==> config.mk <==
export PLATFORM = sky130hd
export DESIGN_NAME = nrisc_fwd_pipe_flat
export DESIGN_NICKNAME = d
export VERILOG_FILES = /design/src/rtl/nrisc_fwd_pipe_if.sv /design/src/rtl/nrisc_fwd_pipe.sv /design/src/flat_wrapper.sv
export SDC_FILE = /design/constraint.sdc
export NUM_CORES = 1
export LEC_CHECK = 0
export CAP_MARGIN = 20
export CORE_MARGIN = 4
export CORE_UTILIZATION = 37
export CTS_CLUSTER_SIZE = 28
export DETAILED_ROUTE_END_ITERATION = 16
export GPL_ROUTABILITY_DRIVEN = 0
export PLACE_DENSITY_LB_ADDON = 0.1
export SKIP_CTS_REPAIR_TIMING = 1
export SLEW_MARGIN = 10
export SYNTH_ARGS = -nofsm -noshare
export SYNTH_HDL_FRONTEND = slang
export SYNTH_SLANG_ARGS = --single-unit
==> constraint.sdc <==
create_clock -name clk -period 3.2 [get_ports clk]
set_input_delay 0.96 -clock clk [delete_from_list [all_inputs] [get_ports clk]]
set_output_delay 0.96 -clock clk [all_outputs]
set_load 0.05 [all_outputs]
==> src/rtl/nrisc_fwd_pipe_if.sv <==
// Bundle of the EXEC/ID-side and write-back signals of the forwarding pipe.
// master is the core side; slave is the forwarding pipe itself.
interface nrisc_fwd_pipe_if #(
  parameter int TAM = 16,
  parameter int RB  = 4
);
  logic           ex_valid;
  logic           ex_write;
  logic           ex_load;
  logic [RB-1:0]  ex_rd;
  logic [TAM-1:0] ex_data;
  logic           flush;
  logic [TAM-1:0] mem_data;
  logic [RB-1:0]  rf1;
  logic [RB-1:0]  rf2;
  logic [TAM-1:0] reg_a;
  logic [TAM-1:0] reg_b;
  logic [TAM-1:0] op_a;
  logic [TAM-1:0] op_b;
  logic           hz_stall;
  logic           wb_write;
  logic [RB-1:0]  wb_rd;
  logic [TAM-1:0] wb_data;
  logic           cnt_clr;
  logic [15:0]    cnt_stall;

  modport master (
    output ex_valid, ex_write, ex_load, ex_rd, ex_data, flush, mem_data,
           rf1, rf2, reg_a, reg_b, cnt_clr,
    input  op_a, op_b, hz_stall, wb_write, wb_rd, wb_data, cnt_stall
  );

  modport slave (
    input  ex_valid, ex_write, ex_load, ex_rd, ex_data, flush, mem_data,
           rf1, rf2, reg_a, reg_b, cnt_clr,
    output op_a, op_b, hz_stall, wb_write, wb_rd, wb_data, cnt_stall
  );
endinterface

==> src/rtl/nrisc_fwd_pipe.sv <==
// Post-EXEC destination tracking with operand forwarding, load-use hazard
// detection and a saturating stall counter. Last stage drives write-back.
module nrisc_fwd_pipe #(
  parameter int TAM   = 16,
  parameter int RB    = 4,
  parameter int DEPTH = 2
) (
  input  logic             clk,
  input  logic             rst,
  nrisc_fwd_pipe_if.slave  bus
);

  logic           s_valid [DEPTH];
  logic           s_load  [DEPTH];
  logic [RB-1:0]  s_rd    [DEPTH];
  logic [TAM-1:0] s_data  [DEPTH];

  logic           hz;
  logic [15:0]    cnt;
  logic [TAM-1:0] op_a;
  logic [TAM-1:0] op_b;

  always_ff @(posedge clk or negedge rst) begin
    if (!rst) begin
      for (int k = 0; k < DEPTH; k++) begin
        s_valid[k] <= 1'b0;
        s_load[k]  <= 1'b0;
        s_rd[k]    <= '0;
        s_data[k]  <= '0;
      end
    end else begin
      s_valid[0] <= bus.ex_valid & bus.ex_write & ~bus.flush;
      s_load[0]  <= bus.ex_load;
      s_rd[0]    <= bus.ex_rd;
      s_data[0]  <= bus.ex_data;
      for (int k = 1; k < DEPTH; k++) begin
        s_valid[k] <= s_valid[k-1];
        s_load[k]  <= s_load[k-1];
        s_rd[k]    <= s_rd[k-1];
        s_data[k]  <= s_data[k-1];
      end
      // Load data arrives while the load sits in S0; from S1 on it is ordinary data.
      if (s_load[0]) begin
        s_data[1] <= bus.mem_data;
        s_load[1] <= 1'b0;
      end
    end
  end

  // Walk oldest to youngest so the youngest match overwrites; a pending load
  // falls back to the register file rather than exposing an older value.
  always_comb begin
    op_a = bus.reg_a;
    op_b = bus.reg_b;
    for (int k = DEPTH - 1; k >= 0; k--) begin
      if (s_valid[k] && (s_rd[k] == bus.rf1))
        op_a = s_load[k] ? bus.reg_a : s_data[k];
      if (s_valid[k] && (s_rd[k] == bus.rf2))
        op_b = s_load[k] ? bus.reg_b : s_data[k];
    end
  end

  assign hz = s_valid[0] & s_load[0] &
              ((s_rd[0] == bus.rf1) | (s_rd[0] == bus.rf2));

  always_ff @(posedge clk or negedge rst) begin
    if (!rst)
      cnt <= '0;
    else if (bus.cnt_clr)
      cnt <= '0;
    else if (hz && (cnt != 16'hFFFF))
      cnt <= cnt + 16'd1;
  end

  assign bus.op_a      = op_a;
  assign bus.op_b      = op_b;
  assign bus.hz_stall  = hz;
  assign bus.wb_write  = s_valid[DEPTH-1];
  assign bus.wb_rd     = s_rd[DEPTH-1];
  assign bus.wb_data   = s_data[DEPTH-1];
  assign bus.cnt_stall = cnt;

endmodule

==> src/flat_wrapper.sv <==
// flat-port wrapper written by rule: the top's interface ports become plain ports
module nrisc_fwd_pipe_flat 
#(
  parameter int TAM   = 16,
  parameter int RB    = 4,
  parameter int DEPTH = 2
)
  (clk, rst, bus_ex_valid, bus_ex_write, bus_ex_load, bus_ex_rd, bus_ex_data, bus_flush, bus_mem_data, bus_rf1, bus_rf2, bus_reg_a, bus_reg_b, bus_cnt_clr, bus_op_a, bus_op_b, bus_hz_stall, bus_wb_write, bus_wb_rd, bus_wb_data, bus_cnt_stall);
  nrisc_fwd_pipe_if #(.TAM(TAM), .RB(RB)) bus_i ();
  input  logic clk;
  input  logic rst;
  input wire logic [$bits(bus_i.ex_valid)-1:0] bus_ex_valid;
  input wire logic [$bits(bus_i.ex_write)-1:0] bus_ex_write;
  input wire logic [$bits(bus_i.ex_load)-1:0] bus_ex_load;
  input wire logic [$bits(bus_i.ex_rd)-1:0] bus_ex_rd;
  input wire logic [$bits(bus_i.ex_data)-1:0] bus_ex_data;
  input wire logic [$bits(bus_i.flush)-1:0] bus_flush;
  input wire logic [$bits(bus_i.mem_data)-1:0] bus_mem_data;
  input wire logic [$bits(bus_i.rf1)-1:0] bus_rf1;
  input wire logic [$bits(bus_i.rf2)-1:0] bus_rf2;
  input wire logic [$bits(bus_i.reg_a)-1:0] bus_reg_a;
  input wire logic [$bits(bus_i.reg_b)-1:0] bus_reg_b;
  input wire logic [$bits(bus_i.cnt_clr)-1:0] bus_cnt_clr;
  output wire logic [$bits(bus_i.op_a)-1:0] bus_op_a;
  output wire logic [$bits(bus_i.op_b)-1:0] bus_op_b;
  output wire logic [$bits(bus_i.hz_stall)-1:0] bus_hz_stall;
  output wire logic [$bits(bus_i.wb_write)-1:0] bus_wb_write;
  output wire logic [$bits(bus_i.wb_rd)-1:0] bus_wb_rd;
  output wire logic [$bits(bus_i.wb_data)-1:0] bus_wb_data;
  output wire logic [$bits(bus_i.cnt_stall)-1:0] bus_cnt_stall;
  assign bus_i.ex_valid = bus_ex_valid;
  assign bus_i.ex_write = bus_ex_write;
  assign bus_i.ex_load = bus_ex_load;
  assign bus_i.ex_rd = bus_ex_rd;
  assign bus_i.ex_data = bus_ex_data;
  assign bus_i.flush = bus_flush;
  assign bus_i.mem_data = bus_mem_data;
  assign bus_i.rf1 = bus_rf1;
  assign bus_i.rf2 = bus_rf2;
  assign bus_i.reg_a = bus_reg_a;
  assign bus_i.reg_b = bus_reg_b;
  assign bus_i.cnt_clr = bus_cnt_clr;
  assign bus_op_a = bus_i.op_a;
  assign bus_op_b = bus_i.op_b;
  assign bus_hz_stall = bus_i.hz_stall;
  assign bus_wb_write = bus_i.wb_write;
  assign bus_wb_rd = bus_i.wb_rd;
  assign bus_wb_data = bus_i.wb_data;
  assign bus_cnt_stall = bus_i.cnt_stall;
  nrisc_fwd_pipe #(.TAM(TAM), .RB(RB), .DEPTH(DEPTH)) u_core (.clk(clk), .rst(rst), .bus(bus_i));
endmodule
After elaboration in Yosys (flattened, before gate mapping)
Index checks and enable logic that the tools add are counted.

word-level totals
  register bits = 59
  input port bits = 83
  output and inout bits = 70
  logic and storage cells = 35

operators by class
  add/sub/neg operators = 1
  eq/ne operators = 5
  multiplexer cells = 9
  bitwise logic cells = 6
  reductions and logical operators = 6

operators with widths
  kind                     count
  $mux W16                 9
  $add A16 B1 Y16 const B  1
  $eq A4 B4 Y1             4
  $ne A16 B16 Y1 const B   1
  $logic_and A1 B1 Y1      5
  $and A1 B1 Y1            4
  $reduce_bool A2 Y1       1
  $not A1 Y1               1
  $or A1 B1 Y1             1

Logic depth before layout (Yosys ltp)
  word-level depth = 6
  gate-level depth with buffers = 8
  depth with buffers taken out = 6

Worst setup path after synthesis
OpenSTA, ideal clock, no wires.

  path kind = input to output
  start = in bus_rf2[3]
  end = out bus_op_b[10]
  data arrival time = 2.568 ns
  required time = 2.240 ns
  slack = -0.328 ns
  stages = 7
  path buffers = 2
  cells stage by stage = xor2_1 > nor4_4 > and3b_2 > buf_2 > buf_2 > a22o_1 > a21o_1

on the way
  word-level cells in the longest chain between the ends = 4
  elaborated cells between the ends (all ways) = 6
  those cells by class = 2 x eq/ne; 2 x mux; 2 x reduce/logical

RTL lines
  what                 RTL line              text
  start, declared      flat_wrapper.sv:20    input wire logic [$bits(bus_i.rf2)-1:0] bus_rf2;
  $eq A4 B4 Y1         nrisc_fwd_pipe.sv:58  if (s_valid[k] && (s_rd[k] == bus.rf2))
  $logic_and A1 B1 Y1  nrisc_fwd_pipe.sv:58
  $mux W16             nrisc_fwd_pipe.sv:58
  $mux W16 *           nrisc_fwd_pipe.sv:58
  end, declared        flat_wrapper.sv:25    output wire logic [$bits(bus_i.op_b)-1:0] bus_op_b;

Mark *: on every way between the ends. The rest lies on a longest branch, timed or not.

Worst setup path after layout
  start = in bus_rf2[3]
  end = out bus_op_b[11]

Same word-level chain as after synthesis.

==> flow_summary.ini <==
[power]
pwr_density_cell_nw_per_um2 = 384.3
power_mw = 2.102
ir_drop_mv = 0.2281
p_leak_nw = 2.300

[setup_path]
path_cells = buf_4 -> xor2_2 -> nor4_4 -> buf_4 -> a211oi_4 -> buf_12 -> clkbuf_16 -> a22o_1 -> a21o_4 -> buf_6
critical-path-top-delay-family = buffers and inverters
max_stage_delay_ns = 0.31
end_kind = output port
crit_arrival_ns = 2.61
cpMaxStageDelayCell = nor4_4
cp.required_ns = 2.24
cp_common_cell = buf_4
reg2reg_depth = 8
crit_fanout = 8
critical_path.startpoint_type = input port
crit_buf_inv = 5
reg2reg_from = u_core.s_rd[7]
r2r_slack_ns = 1.00
reg2reg_to = u_core.bus.cnt_stall[10]
path_class = in2out

[finish]
layout_common_cells = 110 x clkdlybuf4s50_1, 59 x dfrtp_1, 32 x a22o_1, 23 x buf_6, 20 x a21o_4
final_cells = 547
fill_cells = 637
syn_to_final_growth_pct = 74.14
mostFrequentLayoutCell = clkdlybuf4s50_1
seqCellArea_um2 = 1476
multi_input_area_um2 = 1682
diodes = 0
nets = 521
stdcell_area_um2 = 5469
drive_above_1_share = 0.3439

[run_status]
violations = setup timing
status = finished, violations left

[route]
routed_wl_um = 9842
via_per_inst = 5.188
routedWlPerCell_um = 17.99
drt-initial-drc-count = 82
drc_errors = 0
drtPass1Iterations = 4
final_antenna_net_count = 0
vias = 2838

[logic_synthesis]
yosys_warnings = 0
synth_flop_cell = dfrtp_1
yosys.cell_types.count = 41
synthesis.area_um2 = 3141
synth_edf_count = 0
synthCells = 281
ys_ff_latch = 59
syn-num-nets = 365
yosysSeqAreaShare = 0.4701
synthArstFlopShare = 1.000
syn_area_per_cell_um2 = 11.18

[global_routing]
grt.total_usage = 0.1892
gr-total-overflow = 0
antenna_found_initial = 0
grt_pass1_vias = 2877
grt_pass1_wl_um = 14800
grt_max_degree = 60

[worst_hold_path]
hold_path.class = reg2reg
hold_start = u_core.s_rd[4]
holdPathStages = 0
min_to = u_core.bus.wb_rd[0]

[sta]
finalCritPeriodShare = 1.115
timing.slew.headroom = 0.6172
final.setup_skew_ns = 0.008750
final.min_clock_period_ns = 3.566
rsz0062_at_grt = yes
tightest_slew_ns = 0.5698
layout_setup_ws_ns = -0.3665
max_clock_freq_ghz = 0.2804
fin_tns_setup_ns = -10.32
hold_violations = 0
drv_slew = 0
setup_viol = 32

[floorplan]
ioPinCount = 153
core_area_um2 = 8217
die_h_um = 100.1
dieArea_um2 = 10030
fp.dieW_um = 100.1
rows = 33
initial_core_util = 0.3822

[placed_design]
portBuffers = 152
dpl_cell_area_um2 = 4883
dp_cells = 521
hpwl_um = 6889

[clock_network]
clk_pin_slew_worst_paths_ns = 0.06
cts_sinks = 59
cts_buffers = 9
insertion_delay_ns = 0.35
htreeDepth = 3
cts_buffer_depth = 2
cts_tree = done
cts_root_buf = clkbuf_8

[run]
maxCapViolCount = 0
power by group:
part           switching (mW)  internal (mW)
combinational           0.264          0.251
sequential             0.0309          0.779
clock                   0.297          0.480
kinds of logic (layout without fill, tap and decap cells):
kind of cell	after synthesis	after routing	synth area share
buf+inv	38	199	0.07769
flops	59	59	0.4701
fa+ha+maj	1	1	0.003983
compound gates	95	95	0.2315
xor+xnor	17	17	0.04741
mux	18	18	0.06414
simple gates	53	53	0.1052
metal layers:
layer | up-vias | part of all wire | GRT usage
li1 | 1332 | - | -
met4 | 0 | 0.012 | 0.06943
met2 | 111 | 0.51 | 0.3257
met3 | 10 | 0.077 | 0.06185
met1 | 1385 | 0.40 | 0.2193
met5 | - | 0 | 0
Yosys cell counts (5+ instances only):
cell type	count	area share
xor2_1	9	0.025
nand2_1	10	0.012
a22o_1	32	0.089
xnor2_1	8	0.022
buf_4	21	0.050
clkbuf_1	5	0.0060
a21o_1	32	0.076
buf_2	6	0.0096
mux2_2	17	0.061
nor2_1	6	0.0072
nand3_1	8	0.013
or3_1	8	0.016
dfrtp_1	59	0.47
o21ai_0	8	0.013
a21oi_1	13	0.021
worst max-delay path by stage:
stage,cells past startpoint,end,slack [ns],start
2_1_floorplan,7,bus_op_a[10],-0.11,bus_rf1[0]
5_1_grt,9,bus_op_a[15],-0.43,bus_rf1[3]
4_1_cts,7,bus_op_a[1],-0.79,bus_rf1[0]
3_5_place_dp,7,bus_op_a[1],-0.78,bus_rf1[0]
6_report,10,bus_op_b[11],-0.37,bus_rf2[3]
3_3_place_gp,7,bus_op_a[3],-0.73,bus_rf1[0]
sequential cells by signal, indices dropped and copies added, names as in the netlist:
signal	cells
u_core.s_valid	1
u_core.s_rd	4
u_core.bus.wb_write	1
u_core.bus.cnt_stall	16
u_core.s_data	16
u_core.bus.wb_rd	4
u_core.s_load	1
u_core.bus.wb_data	16
through the flow:
step / util / hold slack, ns / setup slack, ns
after floorplan: - / 0.4087 / -0.1105
after global placement: 0.5943 / 0.4199 / -0.7272
after detailed placement: 0.5943 / 0.4232 / -0.7836
after CTS: 0.6221 / 0.4404 / -0.7864
after global routing: 0.6656 / 0.5333 / -0.4280
final: 0.6656 / 0.5068 / -0.3665
layout make-up:
cell class              instances  share of cell area
flip-flops and latches         59              0.2700
multi-input cells             184              0.3075
well taps                     105             0.02402
inverters                       3            0.002059
clock inverters                 4             0.01327
repair buffers                180              0.3548
clock buffers                  12             0.02837
No activity file was read; power rests on OpenSTA's default activity.
